==> src/rtl/ins_fetch_if.sv <==
// Fetch-side bundle: start/redirect control, instruction-memory read port,
// decode handshake and status. The fetch unit is the master; the bench or
// the surrounding core is the slave.
interface ins_fetch_if #(
  parameter int ADDR_W = 32,
  parameter int DATA_W = 32
);
  logic              start;
  logic [ADDR_W-1:0] start_pc;
  logic              redirect_valid;
  logic [ADDR_W-1:0] redirect_pc;
  logic              mem_e;
  logic [ADDR_W-1:0] mem_address;
  logic [DATA_W-1:0] mem_q;
  logic              ins_valid;
  logic              ins_ready;
  logic [DATA_W-1:0] ins_data;
  logic [ADDR_W-1:0] ins_pc;
  logic              halted;
  logic              busy;

  modport master (
    input  start, start_pc, redirect_valid, redirect_pc, mem_q, ins_ready,
    output mem_e, mem_address, ins_valid, ins_data, ins_pc, halted, busy
  );

  modport slave (
    output start, start_pc, redirect_valid, redirect_pc, mem_q, ins_ready,
    input  mem_e, mem_address, ins_valid, ins_data, ins_pc, halted, busy
  );
endinterface

==> src/rtl/ins_fetch.sv <==
// Instruction fetch sequencer: walks the PC through a one-cycle synchronous
// instruction memory and hands each word to decode with valid/ready.
// Sequence per word is REQ (read issued) -> RESP (data returns) -> HOLD
// (word presented), so a continuously ready decoder sees one word per 3 cycles.
module ins_fetch #(
  parameter int                ADDR_W    = 32,
  parameter int                DATA_W    = 32,
  parameter int                MEM_DEPTH = 32,
  parameter logic [DATA_W-1:0] HALT_WORD = {DATA_W{1'b1}}
) (
  input  logic        clk,
  input  logic        rst,
  ins_fetch_if.master bus
);

  localparam logic [2:0] IDLE = 3'd0;
  localparam logic [2:0] REQ  = 3'd1;
  localparam logic [2:0] RESP = 3'd2;
  localparam logic [2:0] HOLD = 3'd3;
  localparam logic [2:0] HALT = 3'd4;

  localparam logic [ADDR_W-1:0] DEPTH_A = ADDR_W'(MEM_DEPTH);

  logic [2:0]        state_q, state_d;
  logic [ADDR_W-1:0] pc_q, pc_d;
  logic [DATA_W-1:0] ins_data_q, ins_data_d;
  logic [ADDR_W-1:0] ins_pc_q, ins_pc_d;

  // An out-of-range target never issues a read; it parks the unit in HALT.
  function automatic logic [2:0] target_state(input logic [ADDR_W-1:0] tgt);
    return (tgt < DEPTH_A) ? REQ : HALT;
  endfunction

  // Next-state logic: redirect outranks capture and handshake in busy states.
  always_comb begin
    state_d    = state_q;
    pc_d       = pc_q;
    ins_data_d = ins_data_q;
    ins_pc_d   = ins_pc_q;
    case (state_q)
      IDLE: begin
        if (bus.start) begin
          pc_d    = bus.start_pc;
          state_d = target_state(bus.start_pc);
        end
      end
      REQ: begin
        if (bus.redirect_valid) begin
          pc_d    = bus.redirect_pc;
          state_d = target_state(bus.redirect_pc);
        end else begin
          state_d = RESP;
        end
      end
      RESP: begin
        if (bus.redirect_valid) begin
          pc_d    = bus.redirect_pc;
          state_d = target_state(bus.redirect_pc);
        end else begin
          ins_data_d = bus.mem_q;
          ins_pc_d   = pc_q;
          pc_d       = pc_q + 1'b1;
          state_d    = HOLD;
        end
      end
      HOLD: begin
        if (bus.redirect_valid) begin
          pc_d    = bus.redirect_pc;
          state_d = target_state(bus.redirect_pc);
        end else if (bus.ins_ready) begin
          state_d = ((ins_data_q == HALT_WORD) || (pc_q >= DEPTH_A)) ? HALT : REQ;
        end
      end
      HALT: begin
        if (bus.redirect_valid) begin
          pc_d    = bus.redirect_pc;
          state_d = target_state(bus.redirect_pc);
        end else if (bus.start) begin
          pc_d    = bus.start_pc;
          state_d = target_state(bus.start_pc);
        end
      end
      default: state_d = IDLE;
    endcase
  end

  // State, PC and captured instruction registers; reset clears everything.
  always_ff @(posedge clk) begin
    if (rst) begin
      state_q    <= IDLE;
      pc_q       <= '0;
      ins_data_q <= '0;
      ins_pc_q   <= '0;
    end else begin
      state_q    <= state_d;
      pc_q       <= pc_d;
      ins_data_q <= ins_data_d;
      ins_pc_q   <= ins_pc_d;
    end
  end

  // Outputs are pure decodes of the state plus the held registers.
  always_comb begin
    bus.mem_e       = (state_q == REQ);
    bus.mem_address = pc_q;
    bus.ins_valid   = (state_q == HOLD);
    bus.ins_data    = ins_data_q;
    bus.ins_pc      = ins_pc_q;
    bus.halted      = (state_q == HALT);
    bus.busy        = (state_q == REQ) || (state_q == RESP) || (state_q == HOLD);
  end

endmodule

==> src/flat_wrapper.sv <==
// flat-port wrapper written by rule: the top's interface ports become plain ports
module ins_fetch_flat 
#(
  parameter int                ADDR_W    = 32,
  parameter int                DATA_W    = 32,
  parameter int                MEM_DEPTH = 32,
  parameter logic [DATA_W-1:0] HALT_WORD = {DATA_W{1'b1}}
)
  (clk, rst, bus_start, bus_start_pc, bus_redirect_valid, bus_redirect_pc, bus_mem_q, bus_ins_ready, bus_mem_e, bus_mem_address, bus_ins_valid, bus_ins_data, bus_ins_pc, bus_halted, bus_busy);
  ins_fetch_if #(.ADDR_W(ADDR_W), .DATA_W(DATA_W)) bus_i ();
  input  logic clk;
  input  logic rst;
  input wire logic [$bits(bus_i.start)-1:0] bus_start;
  input wire logic [$bits(bus_i.start_pc)-1:0] bus_start_pc;
  input wire logic [$bits(bus_i.redirect_valid)-1:0] bus_redirect_valid;
  input wire logic [$bits(bus_i.redirect_pc)-1:0] bus_redirect_pc;
  input wire logic [$bits(bus_i.mem_q)-1:0] bus_mem_q;
  input wire logic [$bits(bus_i.ins_ready)-1:0] bus_ins_ready;
  output wire logic [$bits(bus_i.mem_e)-1:0] bus_mem_e;
  output wire logic [$bits(bus_i.mem_address)-1:0] bus_mem_address;
  output wire logic [$bits(bus_i.ins_valid)-1:0] bus_ins_valid;
  output wire logic [$bits(bus_i.ins_data)-1:0] bus_ins_data;
  output wire logic [$bits(bus_i.ins_pc)-1:0] bus_ins_pc;
  output wire logic [$bits(bus_i.halted)-1:0] bus_halted;
  output wire logic [$bits(bus_i.busy)-1:0] bus_busy;
  assign bus_i.start = bus_start;
  assign bus_i.start_pc = bus_start_pc;
  assign bus_i.redirect_valid = bus_redirect_valid;
  assign bus_i.redirect_pc = bus_redirect_pc;
  assign bus_i.mem_q = bus_mem_q;
  assign bus_i.ins_ready = bus_ins_ready;
  assign bus_mem_e = bus_i.mem_e;
  assign bus_mem_address = bus_i.mem_address;
  assign bus_ins_valid = bus_i.ins_valid;
  assign bus_ins_data = bus_i.ins_data;
  assign bus_ins_pc = bus_i.ins_pc;
  assign bus_halted = bus_i.halted;
  assign bus_busy = bus_i.busy;
  ins_fetch #(.ADDR_W(ADDR_W), .DATA_W(DATA_W), .MEM_DEPTH(MEM_DEPTH), .HALT_WORD(HALT_WORD)) u_core (.clk(clk), .rst(rst), .bus(bus_i));
endmodule
==> config.mk <==
export PLATFORM = sky130hd
export DESIGN_NAME = ins_fetch_flat
export DESIGN_NICKNAME = d
export VERILOG_FILES = /design/src/rtl/ins_fetch_if.sv /design/src/rtl/ins_fetch.sv /design/src/flat_wrapper.sv
export SDC_FILE = /design/constraint.sdc
export NUM_CORES = 1
export LEC_CHECK = 0
export BUFFER_PORTS_ARGS = -buffer_cell sky130_fd_sc_hd__buf_2
export CAP_MARGIN = 20
export CORE_ASPECT_RATIO = 0.9
export CORE_MARGIN = 10
export CORE_UTILIZATION = 40
export DETAILED_ROUTE_END_ITERATION = 8
export PLACE_DENSITY = 0.72
export SETUP_SLACK_MARGIN = 0.4
export SKIP_LAST_GASP = 1
export SYNTH_ARGS = -nofsm -noshare
export SYNTH_HDL_FRONTEND = slang
export SYNTH_SLANG_ARGS = --single-unit
==> constraint.sdc <==
create_clock -name clk -period 1.85 [get_ports clk]
set_input_delay 0.37 -clock clk [delete_from_list [all_inputs] [get_ports clk]]
set_output_delay 0.37 -clock clk [all_outputs]
set_load 0.02 [all_outputs]
# After elaboration in Yosys (flattened, before gate mapping)
# Cells that the tools add are included.
[word_totals] ram_bits=0 romBits=0 regBits=99 memories=0 latch_bits=0 output_inout_bits=100 input_bits=101 elab_cells=39
[op_classes] bitwise_logic=1 n_lt_le_gt_ge=3 add_sub_neg=1 div=0 eq_ne=7 mul=0 mux=15 n_reduce_logical=8 shifts=0
[ops] operator="two-way mux 32 bit" n=4
[ops] operator="case mux 32 bit (4 select lines)" n=1
[ops] operator="less-than comparator 32 x 6 -> 1 bit (second input constant)" n=2
[ops] operator="adder 32 x 1 -> 32 bit (second input constant)" n=1
[ops] operator="equality test 32 bit (second input constant)" n=1
[ops] operator=">= comparator 32 x 6 -> 1 bit (second input constant)" n=1
[ops] operator="two-way mux 3 bit" n=9
[ops] operator="case mux 3 bit (5 select lines)" n=1
[ops] operator="equality test 3 x 2 -> 1 bit (second input constant)" n=2
[ops] operator="AND reduction 2 bit" n=2
[ops] operator="nonzero test 4 bit" n=1
[ops] operator="equality test 3 x 1 -> 1 bit (second input constant)" n=1
[ops] operator="equality test 3 bit (second input constant)" n=1
[ops] operator="logical NOT 3 bit" n=1
[ops] operator="logical OR 1 bit" n=3
[ops] operator="!= test 3 bit (second input constant)" n=1
[ops] operator="!= test 2 x 1 -> 1 bit (second input constant)" n=1
[ops] operator="OR reduction 2 bit" n=1
[ops] operator="inverter 1 bit" n=1

# Logic depth before layout (Yosys ltp)
[logic_depth] word_depth=6 mapped_depth=8 mapped_depth_nobuf=7

# Worst setup path after synthesis
# OpenSTA, ideal clock, no wires.
[synth_path] kind="flip-flop to flip-flop" from="reg u_core.pc_q[1], in the netlist u_core.bus.mem_address[1]" to="reg u_core.pc_q[26], in the netlist u_core.bus.mem_address[26]" setup_ns=0.058 path_buffers=0 stages_incl_launch_ff=8 arrival_ns=2.096 setup_slack_ns=-0.304 synth_period_minus_slack_ns=2.154 cell_sequence="dfxtp_1 ha_1 nand3_1 nor2_4 nand4_1 or4_1 a21oi_1 a211o_1"
[synth_via] elab_chain_cells=3
[synth_rtl] element="start, declared" line="ins_fetch.sv:25" text="logic [ADDR_W-1:0] pc_q, pc_d;"
[synth_rtl] element="start signal, assigned" line="ins_fetch.sv:96" text="pc_q <= pc_d;"
[synth_rtl] element="adder 32 x 1 -> 32 bit" line="ins_fetch.sv:62" text="pc_d = pc_q + 1'b1;"
[synth_rtl] element="two-way mux 32 bit" line="ins_fetch.sv:56" text="if (bus.redirect_valid) begin"
[synth_rtl] element="case mux 32 bit (4 select lines)" line="ins_fetch.sv:40" text="case (state_q)"
# Every way passes these cells.
# A chain may end at the register's enable or synchronous reset.

# Final worst setup path
[layout_path] from="reg u_core.pc_q[11], in the netlist u_core.bus.mem_address[11]" to="reg u_core.pc_q[20], in the netlist u_core.bus.mem_address[20]"
# Same word-level chain as after synthesis.

==> flow_summary_export.csv <==
group,metric,value,unit
hold_path,min_path_type,"input port to register",
power_and_ir_drop,pwr_density_cell,632,mW/mm^2
yosys,synth_cell_types,66,
final_layout,area_growth,62.5,%
sta,fin_skew,0.0111,ns
route,vias,7950,
yosys,netlist_area,0.00587,mm^2
sta,slew-limit-headroom,0.666,
yosys,synth_warnings,0,
grt,grt_use_met2,0.430,
sta,worst_pin_slew,0.496,ns
grt,grt_max_degree,36,
route,routedWlPerCell,22.5,um
sta,fin_crit,1.85,ns
final_layout,final_cell_mix,"buf_2, nand2_1, buf_4",
final_layout,antenna_cells,0,
power_and_ir_drop,peakVddDrop,0.000656,V
critical_path,required,2.11,ns
yosys,syn-num-nets,913,
cts,clkSinkCount,99,
final_layout,multi_input_area,0.00411,mm^2
final_layout,seqCellArea,0.00208,mm^2
yosys,async_flop_share,0,
power_and_ir_drop,leakage,0.00404,uW
placed_design,portBuffers,200,
grt,busiest_layer,"met2",
route,drc,0,
cts,htreeDepth,3,
critical_path,critPathMaxFanout,4,
floorplan,core-area,0.0142,mm^2
final_layout,nets,1226,
yosys,synth_top_area_share,0.338,
yosys,ys_top_cells_by_area,"dfxtp_1, nand2_1, a21oi_1, o21ai_0, mux2i_1",
critical_path,max_stage_delay,0.42,ns
cts,root_buffer,"clkbuf_16",
route,dr.pass1.iters,5,
placed_design,gp_congestion,1.02,
cts,worstSkewPairLatency,0.36,ns
sta,hold_violations,0,
critical_path,worstPathArrival,2.10,ns
cts,numCtsBuffers,9,
placed_design,dp_worst_setup_slack,-0.0526,ns
final_layout,nFillCells,1199,
critical_path,crit_chain,"and4_4 -> and3_4 -> and2_4 -> nand4_1 -> or4_1 -> a311oi_1",
grt,grt_usage,0.271,
critical_path,start_kind,"register",
yosys,synth-seq-cells,99,
cts,cts.clk_slew.worst_paths,0.08,ns
sta,fmax,0.542,GHz
final_layout,drive_above_1_share,0.464,
floorplan,rows,41,
grt,grt_pass1_vias,7556,
flow_run,cap_violations,0,
yosys,synth-edff-count,0,
sta,slew_viol_final,0,
cts,cts.path.max_buffers,2,
floorplan,die_x,148,um
yosys,syn_avg_cell_area,7.24,um^2
sta,holdWs,0.221,ns
placed_design,dp_hpwl,21300,um
grt,grt_pass1_wl,42600,um
sta,setup_ws,0.00460,ns
yosys,synth_flop_cell,"dfxtp_1",
grt,use_met3,0.0728,
critical_path,crit_type,"register to register",
floorplan,die_area,0.0199,mm^2
floorplan,die_h,135,um
route,wl,29700,um
sta,post-route-period-util,0.998,
sta,setup_violations,0,
yosys,synthCells,810,
critical_path,crit_path_end_kind,"register",
route,drt-initial-drc-count,990,
final_layout,mostFrequentLayoutCell,"buf_2",
cts,cts_tree,"built",
yosys,yosysTopAreaCell,"dfxtp_1",
grt,gr-usage-met1,0.343,
sta,rsz0062_at_grt,"yes",
critical_path,cp_slowest_cell,"or4_1",
route,via_per_inst,6.02,
yosys,seq_area_frac_synth,0.338,
route,ant_nets,0,
floorplan,io_pins,201,
floorplan,initial_core_util,0.413,
outcome,status,"finished, final reports clean",
grt,grt.overflow.total,0,
grt,antenna_found_initial,0,
cts,ctsHoldBuffers,0,
layout make-up:
type                            count  area share
Clock buffer                        9      0.0236
Clock inverter                      7     0.00971
Inverter                           14     0.00669
Multi-Input combinational cell    636       0.431
Sequential cell                    99       0.218
Tap cell                          193      0.0253
Timing Repair Buffer              363       0.286
cells by family after synthesis:
group                    count (synthesis)  synth area share
adder cells (fa/ha/maj)                  2           0.00426
AND/OR/NAND/NOR                        336             0.260
AO/OA/AOI/OAI                          253             0.265
buffers and inverters                   75            0.0578
XOR/XNOR                                15            0.0224
flip-flops                              99             0.338
multiplexers                            30            0.0527
layer usage:
layer	share of wire	up-vias	routed length, um
li1	-	3582	-
met5	0	-	0
met1	0.39	3775	11700
met2	0.46	511	13500
met4	0.038	0	1140
met3	0.11	82	3410
per-stage QoR:
stage	instances	util	instance area, um^2	total power (uW)	TNS (ns)
after floorplan	810	-	6270	3090	0
after global placement	1258	0.563	8000	3720	-0.0497
after detailed placement	1258	0.563	8000	3720	-0.248
after CTS	1299	0.626	8900	5850	0
after global routing	1321	0.671	9540	6230	-0.120
final	1321	0.671	9540	6020	0
where the power goes:
group | total (uW) | switching [uW] | internal (uW)
Sequential | 2330 | 111 | 2220
Clock | 2040 | 948 | 1090
Combinational | 1660 | 914 | 745
flip-flops by register name, summed over array words and instances (netlist names):
signal	cells
u_core.state_q	3
u_core.bus.ins_pc	32
u_core.bus.ins_data	32
u_core.bus.mem_address	32
final timing paths:
kind / start / endpoint / slack, ns / cells past startpoint
hold reg to reg: u_core.bus.ins_pc[10]$_SDFFE_PP0P_ / u_core.bus.ins_pc[10]$_SDFFE_PP0P_ / 0.45 / 2
setup / recovery: u_core.bus.mem_address[11]$_SDFFE_PP0P_ / u_core.bus.mem_address[20]$_SDFFE_PP0P_ / 0.005 / 6
hold / removal: bus_ins_ready / u_core.state_q[1]$_SDFFE_PP0P_ / 0.22 / 2
setup reg to reg: u_core.bus.mem_address[11]$_SDFFE_PP0P_ / u_core.bus.mem_address[20]$_SDFFE_PP0P_ / 0.005 / 6
synth_stat cells, drive strengths merged (4+ instances only):
library cell / count
a22oi: 6
nand4: 19
dfxtp: 99
nor4: 23
o211ai: 5
buf: 24
nand2b: 5
a21oi: 105
o32ai: 4
nor2: 50
nor3: 18
mux2i: 23
nand3: 21
nand2: 175
xor2: 4
a211oi: 9
mux2: 7
and3: 9
o21ai: 52
xnor2: 11
inv: 12
clkbuf: 37
a311oi: 4
o22ai: 9
a221oi: 5
a31oi: 10
o311ai: 8
worst max-delay path: cells and delay by family (launching register included):
family	cells	cell delay (ns)
flops	1	0.38
simple gates	5	1.11
compound gates	1	0.25
timing repair:
item                                    CTS  global route
buffers inserted                         22            17
pin swaps                                27            29
cloned                                    3             5
endpoints found under the setup margin  112           123
gates resized for setup                  88           112
Power figures use the tool's default switching activity.
